<file path="src/rtl/axi_user_pkg.sv">
// Shared definitions for the two-client AXI USER arbiter: default widths,
// FSM state encoding and client port indices.
package axi_user_pkg;

   localparam int ADDR_W = 32;
   localparam int DATA_W = 32;
   localparam int LEN_W  = 8;

   typedef enum logic {
      ST_IDLE = 1'b0,
      ST_XFER = 1'b1
   } state_t;

   localparam logic PORT_D = 1'b0;
   localparam logic PORT_I = 1'b1;

endpackage

</file>
<file path="src/rtl/axi_user_arbiter_rr_arb2.sv">
// Two-way request picker: round-robin against the last granted port,
// or fixed priority to port 0 when fixed_prio is set.
module rr_arb2
   import axi_user_pkg::*;
(
   input  logic [1:0] req,
   input  logic       last,
   input  logic       fixed_prio,
   output logic       grant
);

   always_comb begin
      grant = PORT_D;
      if (req == 2'b11) begin
         grant = fixed_prio ? PORT_D : ~last;
      end else if (req[1]) begin
         grant = PORT_I;
      end
   end

endmodule

</file>
<file path="src/rtl/axi_user_arbiter.sv">
// Shares one AXI USER master port between the D-cache (port 0) and I-cache
// (port 1); each client keeps its private start/busy/done protocol.
module axi_user_arbiter #(
   parameter int ADDR_W     = 32,
   parameter int DATA_W     = 32,
   parameter int LEN_W      = 8,
   parameter int FIXED_PRIO = 0
) (
   input  logic              clk,
   input  logic              reset,
   input  logic              s0_start,
   input  logic              s0_rw,
   input  logic [ADDR_W-1:0] s0_addr,
   input  logic [LEN_W-1:0]  s0_len,
   input  logic [DATA_W-1:0] s0_wdata,
   input  logic              s0_wvalid,
   output logic              s0_wready,
   output logic [DATA_W-1:0] s0_rdata,
   output logic              s0_rvalid,
   output logic              s0_done,
   output logic              s0_busy,
   input  logic              s1_start,
   input  logic              s1_rw,
   input  logic [ADDR_W-1:0] s1_addr,
   input  logic [LEN_W-1:0]  s1_len,
   input  logic [DATA_W-1:0] s1_wdata,
   input  logic              s1_wvalid,
   output logic              s1_wready,
   output logic [DATA_W-1:0] s1_rdata,
   output logic              s1_rvalid,
   output logic              s1_done,
   output logic              s1_busy,
   output logic              m_start,
   output logic              m_rw,
   output logic [ADDR_W-1:0] m_addr,
   output logic [LEN_W-1:0]  m_len,
   output logic [DATA_W-1:0] m_wdata,
   output logic              m_wvalid,
   input  logic              m_wready,
   input  logic [DATA_W-1:0] m_rdata,
   input  logic              m_rvalid,
   input  logic              m_done,
   input  logic              m_busy
);

   import axi_user_pkg::*;

   typedef struct packed {
      logic              valid;
      logic              rw;
      logic [ADDR_W-1:0] addr;
      logic [LEN_W-1:0]  len;
   } req_t;

   req_t [1:0]        pend_q, pend_d;
   state_t            state_q, state_d;
   logic              owner_q, owner_d;
   logic              last_grant_q, last_grant_d;
   logic              m_start_q, m_start_d;
   logic              m_rw_q, m_rw_d;
   logic [ADDR_W-1:0] m_addr_q, m_addr_d;
   logic [LEN_W-1:0]  m_len_q, m_len_d;
   logic              winner;
   logic              xfer, own0, own1;

   assign xfer = (state_q == ST_XFER);
   assign own0 = xfer && (owner_q == PORT_D);
   assign own1 = xfer && (owner_q == PORT_I);

   rr_arb2 u_arb (
      .req        ({pend_q[1].valid, pend_q[0].valid}),
      .last       (last_grant_q),
      .fixed_prio (FIXED_PRIO != 0),
      .grant      (winner)
   );

   assign s0_busy   = pend_q[0].valid | own0;
   assign s1_busy   = pend_q[1].valid | own1;
   assign s0_rvalid = m_rvalid & own0;
   assign s1_rvalid = m_rvalid & own1;
   assign s0_wready = m_wready & own0;
   assign s1_wready = m_wready & own1;
   assign s0_done   = m_done & own0;
   assign s1_done   = m_done & own1;
   assign s0_rdata  = m_rdata;
   assign s1_rdata  = m_rdata;

   assign m_wdata  = own0 ? s0_wdata  : (own1 ? s1_wdata  : '0);
   assign m_wvalid = own0 ? s0_wvalid : (own1 ? s1_wvalid : 1'b0);

   assign m_start = m_start_q;
   assign m_rw    = m_rw_q;
   assign m_addr  = m_addr_q;
   assign m_len   = m_len_q;

   // A start captured this cycle is only arbitrated from the registered copy next cycle.
   always_comb begin
      pend_d       = pend_q;
      state_d      = state_q;
      owner_d      = owner_q;
      last_grant_d = last_grant_q;
      m_start_d    = 1'b0;
      m_rw_d       = m_rw_q;
      m_addr_d     = m_addr_q;
      m_len_d      = m_len_q;

      if (s0_start && !s0_busy) pend_d[0] = {1'b1, s0_rw, s0_addr, s0_len};
      if (s1_start && !s1_busy) pend_d[1] = {1'b1, s1_rw, s1_addr, s1_len};

      case (state_q)
         ST_IDLE: begin
            if ((pend_q[0].valid || pend_q[1].valid) && !m_busy) begin
               owner_d               = winner;
               m_start_d             = 1'b1;
               m_rw_d                = pend_q[winner].rw;
               m_addr_d              = pend_q[winner].addr;
               m_len_d               = pend_q[winner].len;
               pend_d[winner].valid  = 1'b0;
               state_d               = ST_XFER;
            end
         end
         ST_XFER: begin
            if (m_done) begin
               state_d      = ST_IDLE;
               last_grant_d = owner_q;
               owner_d      = PORT_D;
            end
         end
         default: state_d = ST_IDLE;
      endcase
   end

   always_ff @(posedge clk) begin
      if (reset) begin
         pend_q       <= '0;
         state_q      <= ST_IDLE;
         owner_q      <= PORT_D;
         last_grant_q <= PORT_I;
         m_start_q    <= 1'b0;
         m_rw_q       <= 1'b0;
         m_addr_q     <= '0;
         m_len_q      <= LEN_W'(1);
      end else begin
         pend_q       <= pend_d;
         state_q      <= state_d;
         owner_q      <= owner_d;
         last_grant_q <= last_grant_d;
         m_start_q    <= m_start_d;
         m_rw_q       <= m_rw_d;
         m_addr_q     <= m_addr_d;
         m_len_q      <= m_len_d;
      end
   end

   // Clients must never pulse start while their own busy is still high.
   a_s0_start_idle: assert property (@(posedge clk) disable iff (reset) !(s0_start && s0_busy));
   a_s1_start_idle: assert property (@(posedge clk) disable iff (reset) !(s1_start && s1_busy));

endmodule

</file>
<file path="config.mk">
export PLATFORM = sky130hd
export DESIGN_NAME = axi_user_arbiter
export DESIGN_NICKNAME = d
export VERILOG_FILES = /design/src/rtl/axi_user_pkg.sv /design/src/rtl/axi_user_arbiter_rr_arb2.sv /design/src/rtl/axi_user_arbiter.sv
export SDC_FILE = /design/constraint.sdc
export NUM_CORES = 1
export LEC_CHECK = 0
export CORE_MARGIN = 2
export CORE_UTILIZATION = 41
export CTS_BUF_LIST = sky130_fd_sc_hd__clkbuf_4
export DETAILED_ROUTE_END_ITERATION = 16
export GPL_ROUTABILITY_DRIVEN = 0
export GPL_TIMING_DRIVEN = 0
export HOLD_SLACK_MARGIN = 0.15
export PLACE_DENSITY = 0.83
export SETUP_SLACK_MARGIN = 0.15
export SLEW_MARGIN = 40
export SYNTH_ARGS = -nofsm -noshare
export SYNTH_HDL_FRONTEND = slang
export SYNTH_HIERARCHICAL = 1
export SYNTH_SLANG_ARGS = --single-unit
</file>
<file path="constraint.sdc">
create_clock -name clk -period 2.04 [get_ports clk]
set_clock_uncertainty 0.2 [all_clocks]
set_input_delay 0.408 -clock clk [delete_from_list [all_inputs] [get_ports clk]]
set_output_delay 0.408 -clock clk [all_outputs]
set_load 0.01 [all_outputs]
</file>
Word-level counts from Yosys, hierarchy flattened. Cells that the tools add are included.

Register bits after elaboration: 129. Input bits: 188. Word-level logic and storage cells: 66.

$lt $le $gt $ge: 2. Equal/unequal tests: 3. Multiplexer cells: 21. Bitwise gates (word level): 11. Reductions and logical operators: 14.

Operator list (count): $mux W84 (2); $mux W42 (3); $bwmux W84 (1); $mux W41 (2); $mux W32 (2); $demux W42 S1 (1); $mux W1 (8); $and A1 B1 Y1 (6); $logic_and A1 B1 Y1 (6); $reduce_and A2 Y1 (3); $ne A2 B2 Y1 const B (2); $pmux W1 S2 (2); $logic_not A1 Y1 (3); $not A1 Y1 (3); $eq A2 B2 Y1 const B (1); $lt A1 B2 Y1 const B (1); $or A1 B1 Y1 (2); $reduce_or A2 Y1 (1); $ge A1 B1 Y1 const B (1); $logic_or A1 B1 Y1 (1).

Depth between registers and ports, before layout. Gate-level depths: netlist of the first run.

Depth in word-level cells: 9. Depth in mapped cells: 6. Gate-level depth less buffers: 4.

By module. The synthesis of the first run kept the hierarchy.

By module, submodules not included: axi_user_arbiter (times used 1, cells each 726, area each 6381.1 um^2); rr_arb2 (times used 1, cells each 2, area each 11.3 um^2).

Least setup slack after synthesis of the first run. Ideal clock, no wire load.

Path kind: register to output. Start point: register state_q. End point: output m_wdata[0]. Arrival time: 1.060 ns. Slack: 0.372 ns. Cell stages (with the launch flop): 4. Buffers on the path: 2. Path through: dfxtp_1 > clkbuf_1 > clkbuf_1 > nor2b_1.

Cells in the longest elaborated chain, start to end: 3.

RTL lines: start: declaration (RTL line axi_user_arbiter.sv:56) `state_t state_q, state_d;`; start signal: assignment (RTL line axi_user_arbiter.sv:145) `state_q <= state_d;`; $logic_and A1 B1 Y1 (RTL line axi_user_arbiter.sv:68) `assign own1 = xfer && (owner_q == PORT_I);`; $mux W32 (RTL line axi_user_arbiter.sv:88) `assign m_wdata = own0 ? s0_wdata : (own1 ? s1_wdata : '0);`; $mux W32 (*) (RTL line axi_user_arbiter.sv:88); end: declaration (RTL line axi_user_arbiter.sv:37) `output logic [DATA_W-1:0] m_wdata,`.

Every way passes the cells marked *; elsewhere a longest branch is shown, timed or not.

Worst setup path in the final report of the first run.
Start point: register owner_q. End point: output m_wdata[11].

Cells in the longest elaborated chain, start to end: 3.

RTL lines: start: declaration (RTL line axi_user_arbiter.sv:57) `logic owner_q, owner_d;`; start signal: assignment (RTL line axi_user_arbiter.sv:146) `owner_q <= owner_d;`; $logic_and A1 B1 Y1 / $not A1 Y1 (equally long branches) (RTL line axi_user_arbiter.sv:68, axi_user_arbiter.sv:67); $mux W32 / $logic_and A1 B1 Y1 (equally long branches) (RTL line axi_user_arbiter.sv:88, axi_user_arbiter.sv:67); $mux W32 (*) (RTL line axi_user_arbiter.sv:88).

Marked as above.

==> results of run 1 <==
==> stage by stage <==
stage | utilization, % | cells | setup WS (ns)
final | 68.4 | 1281 | -0.311
after floorplan | - | 728 | 0.372
after global routing | 68.4 | 1281 | -0.399
after global placement | 63.4 | 1217 | -0.502
after detailed placement | 63.4 | 1217 | -0.482
after CTS | 66.3 | 1268 | -0.338
==> report_power, final <==
| part | internal, W | leakage [nW] | total, W | switching [W] |
|---|---|---|---|---|
| Clock | 0.000731 | 0.142 | 0.00169 | 0.000958 |
| Combinational | 0.00114 | 3.09 | 0.00205 | 0.000910 |
| Sequential | 0.00274 | 1.06 | 0.00288 | 0.000134 |
| Total | 0.00461 | 4.29 | 0.00662 | 0.00200 |
==> layout make-up <==
| type | count | area [µm²] |
|---|---|---|
| Fill cell | 1270 | 4800 |
| Timing Repair Buffer | 331 | 3280 |
| Multi-Input combinational cell | 466 | 3070 |
| Sequential cell | 129 | 2590 |
| Buffer | 130 | 955 |
| Tap cell | 188 | 235 |
| Clock buffer | 19 | 143 |
| Clock inverter | 13 | 119 |
| Inverter | 3 | 11.3 |
| Antenna cell | 2 | 5.00 |
==> what timing repair did <==
item / CTS / global route
hold buffers: 1 / 0
setup buffers: 15 / 6
cloned: 3 / 5
pin swaps: 3 / 2
endpoints found under the setup margin: 83 / 122
hold endpoints to repair: 1 / 0
gates resized for setup: 237 / 52
==> worst max-delay path, delay by kind of cell (launching register included) <==
kind                   cells  cell delay, ns
buffers and inverters      4            0.56
DFF                        1            0.39
and+or+nand+nor            1            0.13
muxes                      1            0.11
==> routing by layer <==
layer  wire length, µm  share of wire [%]
met1              9180                 39
met2             12100                 51
met3              1760                7.5
met4               540                2.3
met5                 0                  0
==> Yosys cell counts (5+ instances only) <==
master      n  area share [%]
a211oi_1   40             4.7
a21oi_1    84             6.6
buf_2      20             1.6
buf_4      72             8.5
buf_6       5            0.88
clkbuf_1   31             1.8
dfxtp_1   129              40
mux2i_1   115              18
nand2_1    85             5.0
nand3_1    42             3.3
nor2_1      6            0.35
nor2b_1    33             3.2
o21ai_0    37             2.9
o21ai_1     6            0.47
==> kinds of logic after synthesis <==
kind of cell	count (synthesis)
muxes	115
DFF	129
and+or+nand+nor	178
AOI/OAI and AO/OA	172
other	1
buffers and inverters	133
==> worst max-delay path by stage <==
stage,from,end,slack [ns],cells after the start
after floorplan,state_q,m_wdata[0],0.37,3
after global placement,state_q,m_wdata[3],-0.50,4
after detailed placement,state_q,m_wdata[11],-0.48,4
after CTS,owner_q,m_wdata[11],-0.34,6
after global routing,owner_q,m_wdata[2],-0.40,4
final,owner_q,m_wdata[11],-0.31,6
==> run metrics, run 1 <==
total power 0.00662 W; Setup crit end kind output port; library cells used by synthesis 28; vias in the first global route 6189; die span in y 129 µm; I/O pins 335; slowest stage delay, CP 0.39 ns; die area 16600 µm²; cells on worst reg2reg path 9; Synth Area per Inst 8.78 µm²; crit path cell chain buf_12 > buf_12 > buf_16 > mux2i_1 > nor2b_1 > buf_4; H-tree levels 4; HP Start s0_addr[6]; Synth Area in Adders 0%; final setup margin -0.311 ns; Post-DRT Antenna Nets 0; nets 1266; Simple-Gate Fraction of Synth Area 13.2%; Skew-Pair Late Insertion Delay 0.55 ns; CP most frequent cell buf_12; Rows 45; initial antenna violation count 2; Yosys reg bits 129; violated checks setup timing; fraction of registers with async set/reset 0%; top_reg_cell synth dfxtp_1; Post-synth EDFFs 0; RSZ-0062 raised after global routing true; largest net degree at the start of global routing 17; Final Setup Violations 40; total CTS buffers 17; area share of xor/xnor cells in the synthesized design 0%; multiplexer share of the synthesized area 18.0%; most frequent cells in the layout 218 x clkdlybuf4s50_1, 124 x dfxtp_1, 112 x mux2i_1; drc violations 0; post-route clock period utilization 115%; Seq/Total Area, Yosys 40.4%; initial DRC count 369; M2 GR Usage 45.9%; outcome finished with violations; arrival time worst endpoint 1.74 ns; CP Class flip-flop to output port; area post-placement 9640 µm²; GRT overflow 0; global routing's busiest layer met2; grt met3 use 7.82%; final hold viol count 0; post-synthesis instance area 6390 µm²; Root Driver clkbuf_4; Worst Path Required 1.43 ns; Die Width 129 µm; Startpoint Class flip-flop; register-to-register setup slack 0.09 ns; share of layout cells above drive strength 1 20.3%; overall routing resource usage 26.3%; Worst slew margin 63.3%; origin of the critical flop-to-flop path state_q; DR pass1 iterations 4; first-pass GRT wire length 33.3 mm; P&R area growth vs syn 62.8%; MaxCap Viol Count 0; Hold Slack 0.193 ns; Starting Density 42.0%; CP max-delay cell dfxtp_4; setup TNS -8.91 ns; Synth Area in Compound Gates 15.3%; final WL 23.5 mm; port bufs 301; CTS tree built; Reg clk slew, reported paths 0.11 ns; via count 6528; commonest non-fill, non-tap cell in the layout clkdlybuf4s50_1; Max Fanout on Critical Path 7; Max Slew Vio Count 0; P per Cell Area 636 nW/µm²; Hold Path Depth 3; largest family of logic cells by synthesized area multiplexers; Tmin final 2.35 ns; WL/cell 18.4 µm; CORE AREA 15200 µm²; post-DP HPWL 17.4 mm; CTS Sinks 129; cell area after layout 10400 µm²; worst vdd ir 0.463 mV; Net Count, Synth 916; Max Freq 425 MHz; Via density 5.10; leak pwr 4.29 nW; met1 usage 31.0%; Slew @ Worst Pin 0.551 ns; synth warn 6; Synth Instances 728; Max clock buf depth 2; hold crit path type primary input to flip-flop
Note: power is estimated with default switching activity, not from simulation.
==> run 2: changes to the inputs <==
CAP_MARGIN = 5   (was not set)
CTS_CLUSTER_DIAMETER = 60   (was not set)
==> results of run 2 <==
Final layout, timing and power as in run 1 (identical DEF).
==> run 3: changes to the inputs <==
clock period = 2.2 ns   (was 2.04 ns; I/O delays follow)
==> run metrics, run 3 (same netlist as run 1, synthesis figures left out) <==
total CTS buffers 17; Skew-Pair Late Insertion Delay 0.54 ns; vias in the first global route 6196; crit path cell chain buf_4 > buf_6 > buf_16 > mux2i_4 > nor2b_1 > buf_2; Starting Density 42.0%; Slew @ Worst Pin 0.612 ns; final setup margin -0.171 ns; MaxCap Viol Count 0; Root Driver clkbuf_4; Worst slew margin 59.1%; commonest non-fill, non-tap cell in the layout clkdlybuf4s50_1; P&R area growth vs syn 59.1%; Die Width 129 µm; most frequent cells in the layout 218 x clkdlybuf4s50_1, 126 x dfxtp_1, 112 x mux2i_1; initial DRC count 395; CORE AREA 15200 µm²; Max Slew Vio Count 0; Crit. Startpoint owner_q; WL/cell 18.0 µm; I/O pins 335; Via density 5.04; CP Class flip-flop to output port; Reg clk slew, reported paths 0.11 ns; Rows 45; Tmin final 2.37 ns; Hold Path Depth 3; CP max-delay cell dfxtp_4; Startpoint Class flip-flop; Max Freq 422 MHz; CTS Sinks 129; Max clock buf depth 2; Setup crit end kind output port; area post-placement 9640 µm²; cell area after layout 10200 µm²; P per Cell Area 590 nW/µm²; final WL 22.9 mm; Worst Path Required 1.56 ns; share of layout cells above drive strength 1 19.2%; overall routing resource usage 26.3%; cells on worst reg2reg path 5; largest net degree at the start of global routing 17; worst vdd ir 0.425 mV; die area 16600 µm²; CTS tree built; violated checks setup timing; Util after Layout 66.9%; reg2reg end pend_q[41]; initial antenna violation count 2; RSZ-0062 raised after global routing true; setup TNS -3.61 ns; register-to-register setup slack 0.19 ns; post-route clock period utilization 108%; final cell count without fillers 1273; H-tree levels 4; placed insts 1217; hold crit path type primary input to flip-flop; Final Setup Violations 35; slowest stage delay, CP 0.39 ns; Fillers 1304; die span in y 129 µm; outcome finished with violations; port bufs 301; arrival time worst endpoint 1.73 ns; origin of the critical flop-to-flop path state_q; Max Fanout on Critical Path 5; nets 1258; HP Start s0_addr[6]; GRT overflow 0; leak pwr 4.20 nW; final hold viol count 0; post-DP HPWL 17.4 mm; drc violations 0; first-pass GRT wire length 33.3 mm; DR pass1 iterations 4; via count 6417; Post-DRT Antenna Nets 0
[run 3: what timing repair did]
item / CTS / global route
endpoints found under the hold margin: 1 / 0
buffers inserted: 15 / 3
endpoints found under the setup margin: 83 / 69
hold buffers: 1 / 0
pin swaps: 3 / 1
cloned: 3 / 0
gates resized for setup: 234 / 20
[run 3: critical path, delay by kind of cell (launching register included)]
kind          cells  cell delay, ns
mux               1            0.18
flops             1            0.39
buf+inv           4            0.52
simple gates      1            0.10
[run 3: how the worst max path moves through the flow]
stage	end
2_1_floorplan	m_wdata[0]
3_3_place_gp	m_wdata[3]
3_5_place_dp	m_wdata[11]
4_1_cts	m_wdata[11]
5_1_grt	m_wdata[2]
6_report	m_wdata[28]
[run 3: layer usage]
| metal | up-vias | wire length (µm) | GRT usage [%] |
|---|---|---|---|
| li1 | 3150 | - | - |
| met1 | 2987 | 9230 | 31.1 |
| met2 | 251 | 11600 | 45.8 |
| met3 | 29 | 1570 | 7.82 |
| met4 | 0 | 501 | 8.31 |
| met5 | - | 0 | 0 |
[run 3: final cells by class]
cell class | count | area (µm²) | area share (%)
clock inverter | 13 | 119 | 1.17
multi-input combinational | 466 | 3050 | 30.0
sequential | 129 | 2590 | 25.5
buffer | 130 | 900 | 8.84
clock buffer | 19 | 143 | 1.40
antenna | 2 | 5.00 | 0.0492
inverter | 3 | 11.3 | 0.111
timing repair buffer | 323 | 3120 | 30.6
tap | 188 | 235 | 2.31
[run 3: through the flow]
stage	hold slack, ns	setup slack (ns)	power (W)
2_1_floorplan	0.234	0.500	0.00359
3_3_place_gp	0.242	-0.374	0.00443
3_5_place_dp	0.247	-0.354	0.00446
4_1_cts	0.195	-0.210	0.00599
5_1_grt	0.195	-0.271	0.00627
6_report	0.236	-0.171	0.00600
[run 3: power by group]
part	leakage (nW)	internal (W)	switching (W)
clock	0.142	0.000678	0.000874
combinational	2.99	0.000970	0.000811
sequential	1.06	0.00254	0.000122
total	4.20	0.00419	0.00181
